--- src/rtl/battle_pkg.sv ---
// battle_pkg: shared keycodes, battle state enum and display state encoding
package battle_pkg;
  localparam logic [7:0] KEY_W = 8'h1A;
  localparam logic [7:0] KEY_A = 8'h04;
  localparam logic [7:0] KEY_S = 8'h16;
  localparam logic [7:0] KEY_D = 8'h07;
  localparam logic [7:0] KEY_ENTER = 8'h28;
  typedef enum logic [3:0] {
    IDLE = 4'd0, LOAD = 4'd1, SELECT = 4'd2, ORDER = 4'd3, HIT1 = 4'd4, MSG1 = 4'd5,
    HIT2 = 4'd6, MSG2 = 4'd7, CHECK = 4'd8, WIN = 4'd9, LOSE = 4'd10
  } state_t;
  function automatic logic [3:0] state_code_of(input state_t s);
    return 4'(s);
  endfunction
endpackage

--- src/rtl/key_press.sv ---
// key_press: registers keycode (Clk, Reset, keycode in) and strobes press once per new nonzero key
module key_press (
  input  logic       Clk,
  input  logic       Reset,
  input  logic [7:0] keycode,
  output logic       press
);
  logic [7:0] keycode_q;
  always_ff @(posedge Clk) keycode_q <= Reset ? '0 : keycode;
  assign press = keycode != '0 && keycode != keycode_q;
endmodule

--- src/rtl/battle_engine.sv ---
// battle_engine: turn-based battle FSM; loads HP from stats ROM, orders turns by speed, applies saturating damage, reports end_battle/result
module battle_engine #(
  parameter int TEAM_SIZE = 3,
  parameter int NUM_MOVES = 4,
  parameter int HP_W = 8,
  parameter int ID_W = 3,
  parameter int MOVE_W = 5,
  localparam int MI_W = $clog2(NUM_MOVES)
) (
  input  logic                          Clk,
  input  logic                          Reset,
  input  logic                          is_battle,
  input  logic [7:0]                    keycode,
  input  logic [TEAM_SIZE*ID_W-1:0]     team,
  input  logic [TEAM_SIZE*ID_W-1:0]     enemy_team,
  output logic [ID_W-1:0]               player_addr,
  output logic [ID_W-1:0]               enemy_addr,
  input  logic [HP_W-1:0]               player_maxhp,
  input  logic [HP_W-1:0]               enemy_maxhp,
  input  logic [7:0]                    player_speed,
  input  logic [7:0]                    enemy_speed,
  input  logic [NUM_MOVES*MOVE_W-1:0]   player_moves,
  input  logic [MOVE_W-1:0]             enemy_move,
  output logic [MOVE_W-1:0]             player_move_id,
  output logic [MOVE_W-1:0]             enemy_move_id,
  output logic                          is_player,
  input  logic [HP_W-1:0]               damage,
  output logic [1:0]                    my_cur,
  output logic [1:0]                    enemy_cur,
  output logic [MI_W-1:0]               move_index,
  output logic [HP_W-1:0]               my_hp,
  output logic [HP_W-1:0]               enemy_hp,
  output logic [3:0]                    state_code,
  output logic                          end_battle,
  output logic                          result
);
  import battle_pkg::*;
  state_t state;
  logic [1:0] k, p_next, e_next;
  logic [HP_W-1:0] php [4];
  logic [HP_W-1:0] ehp [4];
  logic [HP_W-1:0] def_hp, hit_hp;
  logic [MI_W-1:0] mi_next;
  logic press, enter, pfirst, p_all, e_all, atk_alive;
  key_press u_key (.Clk(Clk), .Reset(Reset), .keycode(keycode), .press(press));
  assign enter = press && keycode == KEY_ENTER;
  assign player_addr = team[(state == LOAD ? k : my_cur)*ID_W +: ID_W];
  assign enemy_addr = enemy_team[(state == LOAD ? k : enemy_cur)*ID_W +: ID_W];
  assign my_hp = php[my_cur];
  assign enemy_hp = ehp[enemy_cur];
  assign state_code = state_code_of(state);
  assign atk_alive = is_player ? php[my_cur] != '0 : ehp[enemy_cur] != '0;
  assign def_hp = is_player ? ehp[enemy_cur] : php[my_cur];
  assign hit_hp = def_hp > damage ? def_hp - damage : '0;
  assign mi_next = !press ? move_index :
                   keycode == KEY_W && int'(move_index) >= 2 ? move_index - MI_W'(2) :
                   keycode == KEY_S && int'(move_index) + 2 < NUM_MOVES ? move_index + MI_W'(2) :
                   keycode == KEY_A && move_index[0] ? move_index - MI_W'(1) :
                   keycode == KEY_D && !move_index[0] ? move_index + MI_W'(1) : move_index;
  always_comb begin
    p_all = 1'b1;
    e_all = 1'b1;
    p_next = my_cur;
    e_next = enemy_cur;
    for (int i = TEAM_SIZE - 1; i >= 0; i--) begin
      if (php[2'(i)] != '0) begin
        p_all = 1'b0;
        p_next = 2'(i);
      end
      if (ehp[2'(i)] != '0) begin
        e_all = 1'b0;
        e_next = 2'(i);
      end
    end
  end
  always_ff @(posedge Clk) begin
    if (Reset) begin
      state <= IDLE;
      k <= '0;
      php <= '{default: '0};
      ehp <= '{default: '0};
      my_cur <= '0;
      enemy_cur <= '0;
      move_index <= '0;
      player_move_id <= '0;
      enemy_move_id <= '0;
      pfirst <= 1'b0;
      is_player <= 1'b0;
      end_battle <= 1'b0;
      result <= 1'b0;
    end else begin
      case (state)
        IDLE: begin
          k <= '0;
          if (is_battle) state <= LOAD;
        end
        LOAD: begin
          php[k] <= player_maxhp;
          ehp[k] <= enemy_maxhp;
          k <= k + 2'd1;
          if (k == 2'(TEAM_SIZE - 1)) begin
            state <= SELECT;
            my_cur <= '0;
            enemy_cur <= '0;
            move_index <= '0;
          end
        end
        SELECT: begin
          move_index <= mi_next;
          if (enter) state <= ORDER;
        end
        ORDER: begin
          player_move_id <= player_moves[move_index*MOVE_W +: MOVE_W];
          enemy_move_id <= enemy_move;
          pfirst <= player_speed >= enemy_speed;
          is_player <= player_speed >= enemy_speed;
          state <= HIT1;
        end
        HIT1, HIT2: begin
          if (atk_alive && is_player) ehp[enemy_cur] <= hit_hp;
          if (atk_alive && !is_player) php[my_cur] <= hit_hp;
          is_player <= 1'b0;
          state <= state == HIT1 ? MSG1 : MSG2;
        end
        MSG1: begin
          if (enter) begin
            is_player <= !pfirst;
            state <= HIT2;
          end
        end
        MSG2: if (enter) state <= CHECK;
        CHECK: begin
          if (e_all || p_all) begin
            end_battle <= 1'b1;
            result <= e_all;
            state <= e_all ? WIN : LOSE;
          end else begin
            if (php[my_cur] == '0) my_cur <= p_next;
            if (ehp[enemy_cur] == '0) enemy_cur <= e_next;
            state <= SELECT;
          end
        end
        WIN, LOSE: begin
          end_battle <= 1'b0;
          state <= IDLE;
        end
        default: state <= IDLE;
      endcase
    end
  end
endmodule

--- config.mk ---
export PLATFORM = sky130hd
export DESIGN_NAME = battle_engine
export DESIGN_NICKNAME = d
export VERILOG_FILES = /design/src/rtl/battle_pkg.sv /design/src/rtl/key_press.sv /design/src/rtl/battle_engine.sv
export SDC_FILE = /design/constraint.sdc
export NUM_CORES = 1
export LEC_CHECK = 0
export BUFFER_PORTS_ARGS = -buffer_cell sky130_fd_sc_hd__buf_2
export CAP_MARGIN = 20
export CORE_MARGIN = 1.5
export CORE_UTILIZATION = 56
export CTS_CLUSTER_SIZE = 16
export DETAILED_ROUTE_END_ITERATION = 16
export HOLD_SLACK_MARGIN = 0.02
export MAX_ROUTING_LAYER = met4
export PLACE_DENSITY = 0.87
export SYNTH_ARGS = -nofsm -noshare
export SYNTH_HDL_FRONTEND = slang
export SYNTH_HIERARCHICAL = 1
export SYNTH_SLANG_ARGS = --single-unit
--- constraint.sdc ---
create_clock -name Clk -period 10.5 [get_ports Clk]
set_input_delay 0.525 -clock Clk [delete_from_list [all_inputs] [get_ports Clk]]
set_output_delay 0.525 -clock Clk [all_outputs]
set_load 0.02 [all_outputs]
==> reports/metrics.yaml, run 1 <==
status:
  status: "completed"
pwr:
  leakagePower_nw: 2.28
  internal_power_mw: 0.434
  p_comb_frac: 0.271
  swShare: 0.335
  p_clk_frac: 0.322
  seqPwrFrac: 0.407
  peakVddDrop_uv: 68.9
  power_switching_mw: 0.219
  cellPowerDensity_nw_per_um2: 127
synthesis:
  synthesis.area_sq_um: 4250
  yosys_warnings: 6
  synth_seq_cells: 63
  synth_seq_area_share: 0.297
  synth_top_area_frac: 0.297
  synth.top_cells.by_area: "dfxtp_1 (30%), mux2_2 (6.9%), ha_1 (5.9%), a221oi_1 (5.4%), nor2_1 (5.0%)"
  syn_inst: 514
  synthDistinctLibCells: 67
  avgSynthCellArea_sq_um: 8.27
  ys_async_sr_fraction: 0
  synthFlopType: "dfxtp_1"
  synth_edf_count: 0
  yosys.area.top_type: "dfxtp_1"
drt:
  wl_um: 12500
  drcViolationCount: 0
  viasPerCell: 6.17
  drtIter0Drc: 378
  firstDrtPassIters: 5
  avgRoutedWirePerCell_um: 17.0
  vias: 4563
  drtAntennaViolNets: 0
job:
  drv_cap: 0
clock_network:
  cts.sinks: 63
  cts_setup_buffers: 0
  cts_tree: "yes"
  cts_htree_levels: 3
  cts-buffers-inserted: 9
  clockBufferDepth: 2
  cts-root-buf: "clkbuf_8"
  clock_latency_ns: 0.35
  cts_resized: 0
  clk_pin_slew_ns: 0.07
  hold_buffers: 0
timing:
  final_hold_viol_count: 0
  fmax_mhz: 263
  post-route-period-util: 0.362
  setup_tns_ns: 0
  worst_slack_ns: 6.70
  slew_violations: 0
  whs_ns: 0.403
  setup_viol: 0
  rsz0062_at_grt: "false"
  finalClockSkew_ns: 0.0117
  fin_crit_ns: 3.80
  slew_headroom: 0.437
  tightest_slew_ns: 0.842
critical_path:
  critPathCaptureType: "register"
  path_class: "reg2reg"
  ff2ff_path_depth: 9
  crit_fanout: 18
  rr_startpoint: "my_cur[0]"
  cp_common_cell: "mux2_2"
  cp_data_required_time_ns: 10.77
  worstSetupStartpoint: "my_cur[0]"
  crit_path_top_delay_cell: "dfxtp_1"
  critical-path-max-stage-delay_ns: 0.80
  cp.arrival_ns: 4.06
  crit_chain: "mux2_2, mux2_2, ha_1, and4_1, a21boi_0, o21ai_1, a211oi_1, a221oi_1, nor3_1"
  start_kind: "register"
place:
  port_buffers: 135
  postPlaceCellArea_sq_um: 4930
  place_ws_ns: 6.79
  dp.final_hpwl_um: 9480
  place.gp.congestion: 0.975
hold_path:
  hold_depth: 3
  hp-start: "enemy_move[0]"
  hold_path_class: "in2reg"
floorplanning:
  die_w_um: 90.1
  die_area_sq_um: 8120
  core_region_area_sq_um: 7290
  start_util: 0.583
  die_h_um: 90.1
  pin_count: 139
  rows: 31
layout:
  multi_input_area_sq_um: 2780
  post-route-util: 0.703
  seq_area_sq_um: 1260
  fill_cells: 639
  drive_above_1_share: 0.303
  area_growth_syn_to_layout_pct: 20.6
  n_antenna_cell: 0
  nets: 751
  fin_area_sq_um: 5130
global_route:
  track_usage: 0.316
  grt_pass1_vias: 4365
  grt_max_degree: 39
  antenna_found_initial: 0
  grt_pass1_wl_um: 20400
  gr-total-overflow: 0
power groups by stage:
stage	registers (mW)	logic [mW]	clock network (mW)
final	0.266	0.177	0.210
after floorplan	0.265	0.118	0
after global routing	0.267	0.192	0.221
after detailed placement	0.270	0.172	0
after global placement	0.270	0.166	0
after CTS	0.265	0.173	0.211
path summary, 6_finish.rpt:
path / slack [ns] / endpoint
hold reg to reg: 0.45 / end_battle
setup / recovery: 6.70 / ehp[27]
hold / removal: 0.40 / enemy_move_id[0]
setup reg to reg: 6.70 / ehp[27]
cells in the final DEF, fill, tap and decap left out, types with 3 or more instances in the layout:
cell type,instances
clkbuf_8,9
nand3_1,11
conb_1,3
nor3_1,15
buf_2,135
nor2b_1,13
nor2_1,57
o21a_1,3
inv_1,25
xor2_1,8
mux2i_1,9
nor3b_1,3
and2_1,3
nor4_1,17
nand2b_1,6
a311oi_1,3
a221oi_1,26
ha_1,20
nand3b_1,3
dfxtp_1,63
nand2_1,46
a21oi_1,34
mux2_2,26
mux4_2,5
and3_1,5
a22o_1,3
o21ai_0,33
metal layers:
layer  up-vias  global-route usage  wire, um  part of all wire
met5         -                   -         0                 0
met3        38              0.0914      1370              0.11
met2       278               0.504      5780              0.46
li1       2138                   -         -                 -
met4         0               0.128       357             0.028
met1      2109               0.375      5040              0.40
final cells by class:
cell class / instances / area share
Inverter: 25 / 0.0183
Multi-Input combinational cell: 401 / 0.541
Sequential cell: 63 / 0.246
Clock inverter: 5 / 0.0115
Clock buffer: 11 / 0.0256
Tap cell: 99 / 0.0242
Timing Repair Buffer: 136 / 0.133
cells in the mapped netlist, types with 11 or more instances:
cell type and n:
a21oi_1 34, a221oi_1 26, clkbuf_1 15, dfxtp_1 63, ha_1 20, inv_1 25, mux2_2 26, nand2_1 46
nand3_1 11, nor2_1 57, nor2b_1 13, nor3_1 15, nor4_1 17, o21ai_0 33
cells by family after synthesis:
logic type,synth area share
simple gates,0.235
flops,0.297
mux,0.117
xor+xnor,0.0206
buf+inv,0.0521
compound gates,0.214
fa+ha+maj,0.0636
other cells,0.000882
metrics by stage:
stage | instances | power [mW]
final | 740 | 0.653
after detailed placement | 723 | 0.442
after global routing | 740 | 0.681
after CTS | 739 | 0.649
after floorplan | 516 | 0.384
after global placement | 723 | 0.436
critical path, delay by kind of cell (launching register included):
| family | cells | cell delay [ns] |
|---|---|---|
| and+or+nand+nor | 2 | 0.46 |
| DFF | 1 | 0.80 |
| AOI/OAI and AO/OA | 4 | 1.34 |
| muxes | 2 | 0.70 |
| adders and majority gates | 1 | 0.39 |
state kept, by name (all words and copies together) (netlist names), 2 cells and up:
name	cells
ehp	16
enemy_move_id	5
k	2
move_index	2
php	16
player_move_id	5
state_code	4
u_key/keycode_q	8
Note: power is estimated with default switching activity, not from simulation.
==> inputs of run 2 (changes only) <==
- ABC_AREA: unset -> 1
- CORE_UTILIZATION: 56 -> 48
- PLACE_DENSITY: 0.87 -> 0.77
- clock period: 10.5 -> 3 ns (I/O delays scaled with it)
==> run 2 against run 1 <==
Against the previous run: fmax increased by 41%; total power increased to 8.1 times the previous value; critical path depth increased by 9; critical endpoint is now ehp[28].
==> reports/metrics.yaml, run 2 <==
pwr:
  p_comb_frac: 0.610
  leakagePower_nw: 3.57
  seqPwrFrac: 0.227
  p_clk_frac: 0.163
  peakVddDrop_uv: 406
  power_mw: 5.31
  internal_power_mw: 2.61
  cellPowerDensity_nw_per_um2: 899
  swShare: 0.509
  power_switching_mw: 2.70
layout:
  area_growth_syn_to_layout_pct: 19.5
  seq_area_sq_um: 1260
  fin_area_sq_um: 5910
  fill_cells: 988
  mostFrequentLayoutCell: "nand2_1"
  nets: 1116
  final_cell_mix: "nand2_1 (303), nor2_1 (159), buf_2 (135), inv_1 (131), dfxtp_1 (62)"
  multi_input_area_sq_um: 3020
  post-route-util: 0.599
  drive_above_1_share: 0.180
  n_antenna_cell: 0
  top_regs: "ehp (16), php (16), u_key/keycode_q (8)"
synthesis:
  synth_top_area_frac: 0.255
  avgSynthCellArea_sq_um: 5.67
  synthDistinctLibCells: 36
  muxShareOfSynthArea: 0
  synthAdderAreaFrac: 0.0547
  ys_async_sr_fraction: 0
  synthXorXnorAreaFrac: 0.00532
  synthFlopType: "dfxtp_1"
  synthesis.area_sq_um: 4940
  synth_seq_cells: 63
  yosys_warnings: 6
  synth_common_cells: "nand2_1 (303), nor2_1 (159), inv_1 (131)"
  synth_seq_area_share: 0.255
  yosys.area_share.simple: 0.463
  syn_inst: 872
  yosysMostFrequentCell: "nand2_1"
  synth.top_cells.by_area: "dfxtp_1 (26%), nand2_1 (23%), nor2_1 (12%), inv_1 (9.9%), ha_1 (5.1%)"
  synth-compound-area-share: 0.0846
  synth_edf_count: 0
  yosys.area.top_type: "dfxtp_1"
  synth_top_family_by_area: "simple AND/OR/NAND/NOR gates"
global_route:
  track_usage: 0.273
  grt_pass1_vias: 5033
  grt_pass1_wl_um: 23600
  gr-total-overflow: 0
  antenna_found_initial: 0
  grt_max_degree: 40
timing:
  fmax_mhz: 370
  final_hold_viol_count: 0
  rsz0062_at_grt: "false"
  slew_headroom: 0.617
  fin_crit_ns: 2.70
  setup_viol: 0
  finalClockSkew_ns: 0.00902
  setup_tns_ns: 0
  slew_violations: 0
  post-route-period-util: 0.901
  tightest_slew_ns: 0.574
clock_network:
  cts-root-buf: "clkbuf_8"
  clk_pin_slew_ns: 0.08
  hold_buffers: 0
  cts_htree_levels: 3
  cts_tree: "yes"
  clockBufferDepth: 2
  cts-buffers-inserted: 9
  cts.sinks: 63
  cts_resized: 0
  clock_latency_ns: 0.35
  cts_setup_buffers: 0
critical_path:
  crit_fanout: 11
  cp.arrival_ns: 2.99
  cp_data_required_time_ns: 3.29
  worstPathBufferInverterCount: 2
  start_kind: "register"
  path_class: "reg2reg"
  crit_path_top_delay_cell: "dfxtp_1"
  critical-path-max-stage-delay_ns: 0.53
  critPathCaptureType: "register"
  crit_chain: "inv_2, nand2_1, nand2_1, nand2_1, o21ai_0, ha_1, inv_1, fa_1, nand2_1, nand2_1, nand2_1, nand2_1, nand2_2, nor2_1, nand2_1, nand2_1, nor2_1, nor2_1"
  crit_family: "simple AND/OR/NAND/NOR gates"
  cp_common_cell: "nand2_1"
drt:
  drtAntennaViolNets: 0
  viasPerCell: 5.00
  met1_length_um: 6040
  drcViolationCount: 0
  avgRoutedWirePerCell_um: 12.6
  dr.max_layer_used: "met4"
  dr_wl_met2_um: 6610
  wl_met3_um: 1370
  firstDrtPassIters: 5
  vias: 5696
  drtIter0Drc: 433
  wl_um: 14400
place:
  port_buffers: 135
  dp.final_hpwl_um: 11100
  place.gp.congestion: 0.991
  postPlaceCellArea_sq_um: 5680
hold_path:
  hold_path_class: "in2reg"
job:
  drv_cap: 0
status:
  status: "completed"
floorplanning:
  die_w_um: 104
  core_region_area_sq_um: 9860
  die_h_um: 104
  die_area_sq_um: 10900
  start_util: 0.501
  pin_count: 139
  rows: 36
-- run 2: cells by family (layout without fill, tap and decap cells) --
family                     after synthesis  in the layout
and+or+nand+nor                        546            546
buffers and inverters                  163            295
AOI/OAI and AO/OA                       75             75
DFF                                     63             63
adders and majority gates               21             21
xor gates and xnor gates                 3              3
other                                    1              3
-- run 2: path summary, 6_finish.rpt --
check                startpoint               end  slack (ns)  depth (start not counted)
setup / recovery      my_cur[0]           ehp[28]        0.30                         18
hold / removal    enemy_move[3]  enemy_move_id[3]        0.02                          3
setup reg to reg      my_cur[0]           ehp[28]        0.30                         18
hold reg to reg            k[0]              k[0]        0.51                          2
-- run 2: per-layer routing --
layer,vias to the layer above,track usage
met4,0,0.107
li1,2917,-
met3,30,0.0445
met5,-,-
met1,2478,0.338
met2,271,0.444
-- run 2: layout make-up --
cell class                      instances  share of cell area
Tap cell                              133              0.0282
Clock inverter                          3              0.0110
Multi-Input combinational cell        648               0.510
Sequential cell                        63               0.214
Clock buffer                           13              0.0269
Timing Repair Buffer                  141               0.122
Inverter                              138              0.0877
-- run 2: power by group through the flow --
stage                     Sequential (mW)  Clock (mW)  Combinational [mW]
final                                1.21       0.863                3.24
after global routing                 1.23       0.910                3.63
after CTS                            1.20       0.874                3.20
after floorplan                      1.23           0                2.40
after detailed placement             1.22           0                3.18
after global placement               1.22           0                3.17
-- run 2: stage by stage --
stage	setup WS [ns]	hold slack [ns]	std cells
3_3_place_gp	0.252	0.377	1123
2_1_floorplan	0.480	0.285	874
4_1_cts	0.244	0.0232	1139
3_5_place_dp	0.255	0.389	1123
6_report	0.297	0.0236	1139
5_1_grt	0.0406	0.0351	1139
-- run 2: tightest hold or removal path, delay by kind of cell --
kind,cells,cell delay [ns]
AND/OR/NAND/NOR,2,0.12
buffers and inverters,1,0.08
